## src/rtl/ccff_ctrl_pkg.sv

```systemverilog
// Shared types and helpers for the configuration-chain (ccff) loader.
package ccff_ctrl_pkg;

  localparam int WORD_W_DEFAULT = 32;

  typedef enum logic [1:0] {
    ST_IDLE,
    ST_WAIT_WORD,
    ST_SHIFT,
    ST_FINISH
  } ccff_state_e;

  // Counter must be able to hold CHAIN_LEN itself, not just CHAIN_LEN-1.
  function automatic int cnt_width(input int chain_len);
    return $clog2(chain_len + 1);
  endfunction

endpackage

```

## src/rtl/ccff_word_shifter.sv

```systemverilog
// Per-word load/shift register feeding the chain head, plus the tail capture
// register that assembles readback words, indexed by word_bit.
module ccff_word_shifter
  import ccff_ctrl_pkg::*;
#(
  parameter int WORD_W = WORD_W_DEFAULT
) (
  input  logic              clk,
  input  logic              rst_n,
  input  logic              load,
  input  logic [WORD_W-1:0] load_data,
  input  logic              shift,
  input  logic              tail_bit,
  output logic              head_bit,
  output logic              word_last,
  output logic [WORD_W-1:0] capture_next
);

  localparam int BIT_W = $clog2(WORD_W + 1);

  logic [WORD_W-1:0] shift_q;
  logic [WORD_W-1:0] capture_q;
  logic [BIT_W-1:0]  word_bit_q;

  assign head_bit     = shift_q[0];
  assign word_last    = (word_bit_q == BIT_W'(WORD_W - 1));
  // Capture is cleared on every load, so a partial final word reads back zero-padded.
  assign capture_next = capture_q | (WORD_W'(tail_bit) << word_bit_q);

  always_ff @(posedge clk or negedge rst_n) begin
    if (!rst_n) begin
      shift_q    <= '0;
      capture_q  <= '0;
      word_bit_q <= '0;
    end else if (load) begin
      shift_q    <= load_data;
      capture_q  <= '0;
      word_bit_q <= '0;
    end else if (shift) begin
      shift_q    <= shift_q >> 1;
      capture_q  <= capture_next;
      word_bit_q <= word_bit_q + BIT_W'(1);
    end
  end

endmodule

```

## src/rtl/ccff_load_ctrl.sv

```systemverilog
// Streams bitstream words LSB-first into a ccff configuration chain while
// capturing the previous chain contents from the tail as readback words.
module ccff_load_ctrl
  import ccff_ctrl_pkg::*;
#(
  parameter int CHAIN_LEN = 64,
  parameter int WORD_W    = WORD_W_DEFAULT
) (
  input  logic              prog_clk,
  input  logic              prog_reset_n,
  input  logic              start,
  input  logic              abort,
  input  logic [WORD_W-1:0] word_data,
  input  logic              word_valid,
  output logic              word_ready,
  output logic              ccff_head,
  output logic              cfg_en,
  input  logic              ccff_tail,
  output logic [WORD_W-1:0] rb_data,
  output logic              rb_valid,
  output logic              busy,
  output logic              done,
  output logic              err
);

  localparam int CNT_W = cnt_width(CHAIN_LEN);

  ccff_state_e       state_q, state_d;
  logic [CNT_W-1:0]  bit_cnt_q;
  logic              err_q;
  logic              rb_valid_q;
  logic [WORD_W-1:0] rb_data_q;

  logic              load, shift, word_end;
  logic              accept_start, abort_hit, chain_last;
  logic              head_bit, word_last;
  logic [WORD_W-1:0] capture_next;

  assign accept_start = (state_q == ST_IDLE) && start;
  assign abort_hit    = (state_q != ST_IDLE) && abort;
  assign chain_last   = (bit_cnt_q == CNT_W'(CHAIN_LEN - 1));

  always_comb begin
    state_d    = state_q;
    word_ready = 1'b0;
    cfg_en     = 1'b0;
    load       = 1'b0;
    shift      = 1'b0;
    word_end   = 1'b0;
    done       = 1'b0;
    case (state_q)
      ST_IDLE: begin
        if (start) state_d = ST_WAIT_WORD;
      end
      ST_WAIT_WORD: begin
        word_ready = 1'b1;
        if (abort) begin
          state_d = ST_IDLE;
        end else if (word_valid) begin
          load    = 1'b1;
          state_d = ST_SHIFT;
        end
      end
      ST_SHIFT: begin
        if (abort) begin
          state_d = ST_IDLE;
        end else begin
          cfg_en = 1'b1;
          shift  = 1'b1;
          // Chain end takes priority so a partial final word still finishes.
          if (chain_last) begin
            word_end = 1'b1;
            state_d  = ST_FINISH;
          end else if (word_last) begin
            word_end = 1'b1;
            state_d  = ST_WAIT_WORD;
          end
        end
      end
      ST_FINISH: begin
        done    = !abort;
        state_d = ST_IDLE;
      end
      default: state_d = ST_IDLE;
    endcase
  end

  always_ff @(posedge prog_clk or negedge prog_reset_n) begin
    if (!prog_reset_n) begin
      state_q    <= ST_IDLE;
      bit_cnt_q  <= '0;
      err_q      <= 1'b0;
      rb_valid_q <= 1'b0;
      rb_data_q  <= '0;
    end else begin
      state_q    <= state_d;
      rb_valid_q <= word_end;
      if (word_end) rb_data_q <= capture_next;
      if (accept_start) begin
        bit_cnt_q <= '0;
        err_q     <= 1'b0;
      end else if (shift) begin
        bit_cnt_q <= bit_cnt_q + CNT_W'(1);
      end
      if (abort_hit) err_q <= 1'b1;
    end
  end

  ccff_word_shifter #(
    .WORD_W(WORD_W)
  ) u_shifter (
    .clk         (prog_clk),
    .rst_n       (prog_reset_n),
    .load        (load),
    .load_data   (word_data),
    .shift       (shift),
    .tail_bit    (ccff_tail),
    .head_bit    (head_bit),
    .word_last   (word_last),
    .capture_next(capture_next)
  );

  assign ccff_head = cfg_en & head_bit;
  assign busy      = (state_q != ST_IDLE);
  assign err       = err_q;
  assign rb_valid  = rb_valid_q;
  assign rb_data   = rb_data_q;

endmodule

```

## config.mk

```make
export PLATFORM = sky130hd
export DESIGN_NAME = ccff_load_ctrl
export DESIGN_NICKNAME = d
export VERILOG_FILES = /design/src/rtl/ccff_ctrl_pkg.sv /design/src/rtl/ccff_word_shifter.sv /design/src/rtl/ccff_load_ctrl.sv
export SDC_FILE = /design/constraint.sdc
export NUM_CORES = 1
export LEC_CHECK = 0
export ABC_AREA = 1
export BUFFER_PORTS_ARGS = -buffer_cell sky130_fd_sc_hd__buf_2
export CORE_MARGIN = 1.5
export CORE_UTILIZATION = 40
export CTS_BUF_LIST = sky130_fd_sc_hd__clkbuf_4 sky130_fd_sc_hd__clkbuf_8
export CTS_CLUSTER_SIZE = 20
export DETAILED_ROUTE_END_ITERATION = 8
export SYNTH_ARGS = -nofsm -noshare
export SYNTH_HDL_FRONTEND = slang
export SYNTH_SLANG_ARGS = --single-unit
```

## constraint.sdc

```tcl
create_clock -name prog_clk -period 1.7 [get_ports prog_clk]
set_input_delay 0.085 -clock prog_clk [delete_from_list [all_inputs] [get_ports prog_clk]]
set_output_delay 0.085 -clock prog_clk [all_outputs]
set_load 0.01 [all_outputs]
```

# Yosys cells after proc, flatten, opt, wreduce, memory -nomap -nowiden
# Index checks and enable logic that the tools add are counted.
[classes]
shifts = 1
bitwise = 2
n_addsub = 2
reduce_logical = 9
n_eq_ne = 8
muxes = 28
[op_table]
columns = ["cell", "count"]
rows = [
  ["32-bit two-way mux", 4],
  ["32-bit OR", 1],
  ["1-bit by 6-bit << shifter with 32-bit output", 1],
  ["7-bit two-way mux", 2],
  ["1-bit two-way mux", 13],
  ["2-bit two-way mux", 6],
  ["6-bit two-way mux", 2],
  ["2-bit one-hot mux with 4 select lines", 1],
  ["2-bit nonzero test", 4],
  ["7-bit by 1-bit adder with 7-bit output (second input constant)", 1],
  ["7-bit by 6-bit == test with 1-bit output (second input constant)", 1],
  ["6-bit by 1-bit adder with 6-bit output (second input constant)", 1],
  ["6-bit by 5-bit == test with 1-bit output (second input constant)", 1],
  ["2-bit == test (second input constant)", 2],
  ["4-bit by 3-bit != test with 1-bit output (second input constant)", 1],
  ["3-bit != test (second input constant)", 1],
  ["3-bit AND reduction", 1],
  ["2-bit by 1-bit == test with 1-bit output (second input constant)", 1],
  ["1-bit logical AND", 2],
  ["2-bit zero test", 1],
  ["2-bit != test (second input constant)", 1],
  ["1-bit AND", 1],
  ["1-bit zero test", 1],
]
[word_totals]
input_bits = 38
reg_bits = 113

# Longest topological paths before layout
[logic_depth]
word_depth = 5
mapped_depth = 10
depth_no_buf = 9

# Cells and area by module
# Synthesis repeated with hierarchy kept, for this count alone.
[hier_totals]
hier_cells = 627
area_unflattened_um2 = 5281.3
[by_module_without_submodules]
columns = ["module", "area_each_um2", "seq_area_each_um2", "cells_each", "n_inst"]
rows = [
  ["ccff_word_shifter", 3419.5, 1751.7, 411, 1],
  ["ccff_load_ctrl", 1861.8, 1076.0, 216, 1],
]

# Worst setup path before layout
# Ideal clock, no wire load.
[synth_timing]
path_type = "register to register"
start = "reg u_shifter.word_bit_q[0]"
end = "reg rb_data_q[0] (netlist: rb_data[0])"
path_slack_ps = 324
synth_period_minus_slack_ps = 1376
stages_incl_launch_ff = 11
path_buffers = 1
arrival_time_ps = 1259
required_time_ps = 1584
cell_sequence = "dfrtp_1 ha_1 nand2_1 nor2_1 nand2_1 nand2_1 nand2_2 inv_2 buf_4 nand2_1 nand2_1"
[synth_between]
elab_chain_cells = 5
word_cells_on_any_way = 7
[synth_lines]
columns = ["element", "line", "text"]
rows = [
  ["from (decl)", "ccff_word_shifter.sv:23", "logic [BIT_W-1:0] word_bit_q;"],
  ["from (signal assigned)", "ccff_word_shifter.sv:42", "word_bit_q <= word_bit_q + BIT_W'(1);"],
  ["6-bit by 5-bit == test with 1-bit output", "ccff_word_shifter.sv:26", "assign word_last = (word_bit_q == BIT_W'(WORD_W - 1));"],
  ["1-bit two-way mux", "ccff_load_ctrl.sv:74", "end else if (word_last) begin"],
  ["1-bit two-way mux", "ccff_load_ctrl.sv:71", "if (chain_last) begin"],
  ["1-bit two-way mux", "ccff_load_ctrl.sv:65", "if (abort) begin"],
  ["1-bit two-way mux", "ccff_load_ctrl.sv:51", "case (state_q)"],
  ["to (signal assigned)", "ccff_load_ctrl.sv:98", "if (word_end) rb_data_q <= capture_next;"],
  ["to (decl)", "ccff_load_ctrl.sv:32", "logic [WORD_W-1:0] rb_data_q;"],
]
# Several ways; a longest one is shown, not always the timed one.
# A chain may end at the register's enable or synchronous reset.

# Worst setup path in the final report
[layout_timing]
start = "reg state_q[0]"
end = "out cfg_en"
[layout_between]
elab_chain_cells = 2
[layout_lines]
columns = ["element", "line", "text"]
rows = [
  ["from (decl)", "ccff_load_ctrl.sv:28", "ccff_state_e state_q, state_d;"],
  ["from (signal assigned)", "ccff_load_ctrl.sv:96", "state_q <= state_d;"],
  ["2-bit == test", "ccff_load_ctrl.sv:51", ""],
  ["1-bit two-way mux", "ccff_load_ctrl.sv:51", ""],
  ["to (decl)", "ccff_load_ctrl.sv:17", "output logic cfg_en,"],
]
# Every way passes these cells.

==> metrics.yaml <==
global_routing:
  grtUsageMet2_pct: 31.4
  grt_pass1_vias: 4584
  grt_start_max_net_pins: 114
  globalRouteMet3Util_pct: 5.43
  grt_antenna_before_repair: 0
  grt_busiest_layer: "met2"
  global_route.overflow_total: 0
  global_route_wire_length_before_repair_um: 21500
  groute.usage.overall_pct: 19.1
  globalRouteMet1Util_pct: 24.8
timing:
  largest_clock_skew_in_the_final_design_ns: 0.00999
  fin_crit_sh_pct: 93.8
  final_critical_path_setup_slack_ns: 0.105
  worst_slew_pin_slew_ns: 0.635
  final.min_clock_period_ns: 1.59
  timing.slew.headroom_pct: 57.6
  finalHoldViolations: 0
  drv_slew: 0
  fmax_mhz: 627
  setup-violations-final: 0
cells_and_area:
  fillCellCount: 1260
  final-instance-count-excl-fill: 970
  fin_nets: 825
  diodes: 0
  share_of_layout_cells_above_drive_strength_1_pct: 18.0
  synthToLayoutAreaGrowth_pct: 27.9
  layout.cells.most_common_list: "sky130_fd_sc_hd__nand2_1, sky130_fd_sc_hd__dfrtp_1, sky130_fd_sc_hd__buf_2"
  layout_commonest_cell: "sky130_fd_sc_hd__nand2_1"
  finish.instance_area_sq_um: 6710
logic_synthesis:
  post_synthesis_instance_total: 662
  synth-async-reset-ratio_pct: 100
  yosys.area.top_type: "sky130_fd_sc_hd__dfrtp_1"
  post-synth-top-area-fraction_pct: 53.8
  synth.lib_cells_used.distinct: 24
  seq_area_frac_synth_pct: 53.8
  dominantRegCellSynth: "sky130_fd_sc_hd__dfrtp_1"
  synth.top_cells.by_area: "sky130_fd_sc_hd__dfrtp_1, sky130_fd_sc_hd__nand2_1, sky130_fd_sc_hd__a21oi_1"
  post_synthesis_cell_area_sq_um: 5250
  number_of_storage_elements_in_the_synthesis_netlist: 113
  synthesized_netlist_net_count: 702
  synth_edf_count: 0
  postSynthAreaPerCell_sq_um: 7.93
  yosys_warnings: 0
floorplan:
  die_area_sq_um: 13800
  floorplan.initialDensity_pct: 41.3
  row_count: 41
  chipHeight_um: 118
  die_w_um: 118
  core-area_sq_um: 12700
  num_io_pins: 77
routing:
  dr_total_vias: 4679
  routedWlPerCell_um: 12.9
  route.antenna.remaining_nets: 0
  detail_route.first_pass.iterations: 5
  drt_first_iter_violations: 299
  vias_per_cell: 4.82
  drt_drc_violations_left: 0
  drt_wl_total_um: 12500
critical_path:
  timing.critical_path.buf_inv: 3
  cp_cell_sequence: "inv_2 > nand2_1 > nor2_4 > buf_6 > buf_2"
  critPathKind: "flop to output port"
  highest_delay_cell_along_the_critical_path: "sky130_fd_sc_hd__dfrtp_1"
  cp-start-kind: "flop"
  critPathRequiredTime_ns: 1.62
  critPathMaxStageDelay_ns: 0.39
  cp.arrival_ns: 1.51
  worst_path_dominant_cell_family: "buffers and inverters"
  max_fanout_on_critical_path: 17
  crit_path_end_kind: "output port"
cts:
  cts.sinks: 113
  cts_tree: "built"
  clkTransAtPathRegs_ns: 0.07
  clock_latency_ns: 0.44
  ctsRootBufferMaster: "sky130_fd_sc_hd__clkbuf_8"
  number_of_cts_inserted_buffers: 17
  cts.path.max_buffers: 2
  cts_htree_levels: 4
placement:
  pre_cts_ws_ns: 0.0843
  place_inst: 901
  gpl.final_weighted_congestion: 0.797
  buffer_ports.inserted: 76
  hpwlAfterDp_um: 7870
  dpl_cell_area_sq_um: 5860
min_path:
  hold_crit_path_type: "input port to flop"
job:
  drv_cap: 0
power_and_ir_drop:
  pwr_density_cell_nw_per_um2: 1230
  worst_supply_voltage_drop_on_vdd_v: 0.000820
  leakagePower_nw: 3.55
status:
  outcome: "finished clean"
Yosys cell counts, types with 3 or more instances:
cell type,n
sky130_fd_sc_hd__nor2_1,58
sky130_fd_sc_hd__buf_4,11
sky130_fd_sc_hd__dfrtp_1,113
sky130_fd_sc_hd__clkbuf_1,6
sky130_fd_sc_hd__buf_2,11
sky130_fd_sc_hd__buf_1,3
sky130_fd_sc_hd__nand4_1,18
sky130_fd_sc_hd__inv_2,5
sky130_fd_sc_hd__o21ai_1,32
sky130_fd_sc_hd__nand2_1,214
sky130_fd_sc_hd__inv_1,55
sky130_fd_sc_hd__nor3_1,5
sky130_fd_sc_hd__o21ai_0,36
sky130_fd_sc_hd__nand3_1,23
sky130_fd_sc_hd__a21oi_1,59
timing repair:
action | 4_1_cts | 5_1_grt
hold buffers | 36 | 0
pin swaps | 1 | 0
endpoints found under the setup margin | 1 | 23
setup buffers | 1 | 0
endpoints found under the hold margin | 147 | 0
gates resized for setup | 1 | 3
power breakdown:
part	leakage, nW	total (mW)	switching [mW]	internal [mW]
combinational	1.80	1.83	1.12	0.705
sequential	1.51	3.43	0.263	3.16
clock	0.236	2.99	1.11	1.89
total	3.55	8.25	2.49	5.76
stage by stage:
| step | TNS (ns) | util [%] | hold WS, ns | power, mW |
|---|---|---|---|---|
| floorplan | 0 | - | -0.211 | 4.65 |
| global placement | 0 | 46.1 | 0.220 | 5.14 |
| detailed placement | 0 | 46.1 | 0.223 | 5.22 |
| CTS | 0 | 52.7 | 0.0317 | 8.33 |
| global route | -0.000369 | 52.8 | 0.115 | 8.76 |
| finish | 0 | 52.8 | 0.0671 | 8.25 |
registers in the layout, indices dropped and copies added, names as in the netlist:
name,cells
bit_cnt_q,7
err,1
rb_data,32
rb_valid,1
state_q,2
u_shifter.capture_q,32
u_shifter.shift_q,32
u_shifter.word_bit_q,6
cell families after synthesis:
group | count (synthesis) | synth area share, %
AOI/OAI and AO/OA | 129 | 12.4
adders and majority gates | 2 | 0.476
buffers and inverters | 94 | 8.05
DFF | 113 | 53.8
and+or+nand+nor | 324 | 25.2
worst min-delay path, delay by kind of cell:
kind,cells,cell delay (ns)
simple gates,4,0.29
buf+inv,1,0.11
routing by layer:
metal  vias up  wire length (um)
met1      2180              5850
met2       111              5910
met3        17               588
li1       2371                 -
met4         0               145
met5         -                 0
worst paths after layout:
check	start	endpoint	slack, ns	cells after the start
worst max-delay path	state_q[0]	cfg_en	0.11	5
worst min-delay path	start	state_q[0]	0.07	5
worst max register to register	state_q[0]	u_shifter.shift_q[25]	0.15	7
worst min register to register	rb_data[8]	rb_data[8]	0.47	2
max in group asynchronous	prog_reset_n	u_shifter.shift_q[30]	0.96	3
min in group asynchronous	prog_reset_n	rb_valid	0.24	3
layout make-up:
cell class / instances / area (sq um) / area share [%]
Timing Repair Buffer: 137 / 971 / 14.5
Clock buffer: 22 / 290 / 4.32
Clock inverter: 10 / 180 / 2.68
Sequential cell: 113 / 2830 / 42.1
Inverter: 61 / 229 / 3.41
Multi-Input combinational cell: 455 / 2000 / 29.8
Tap cell: 172 / 215 / 3.21
Power figures use the tool's default switching activity.
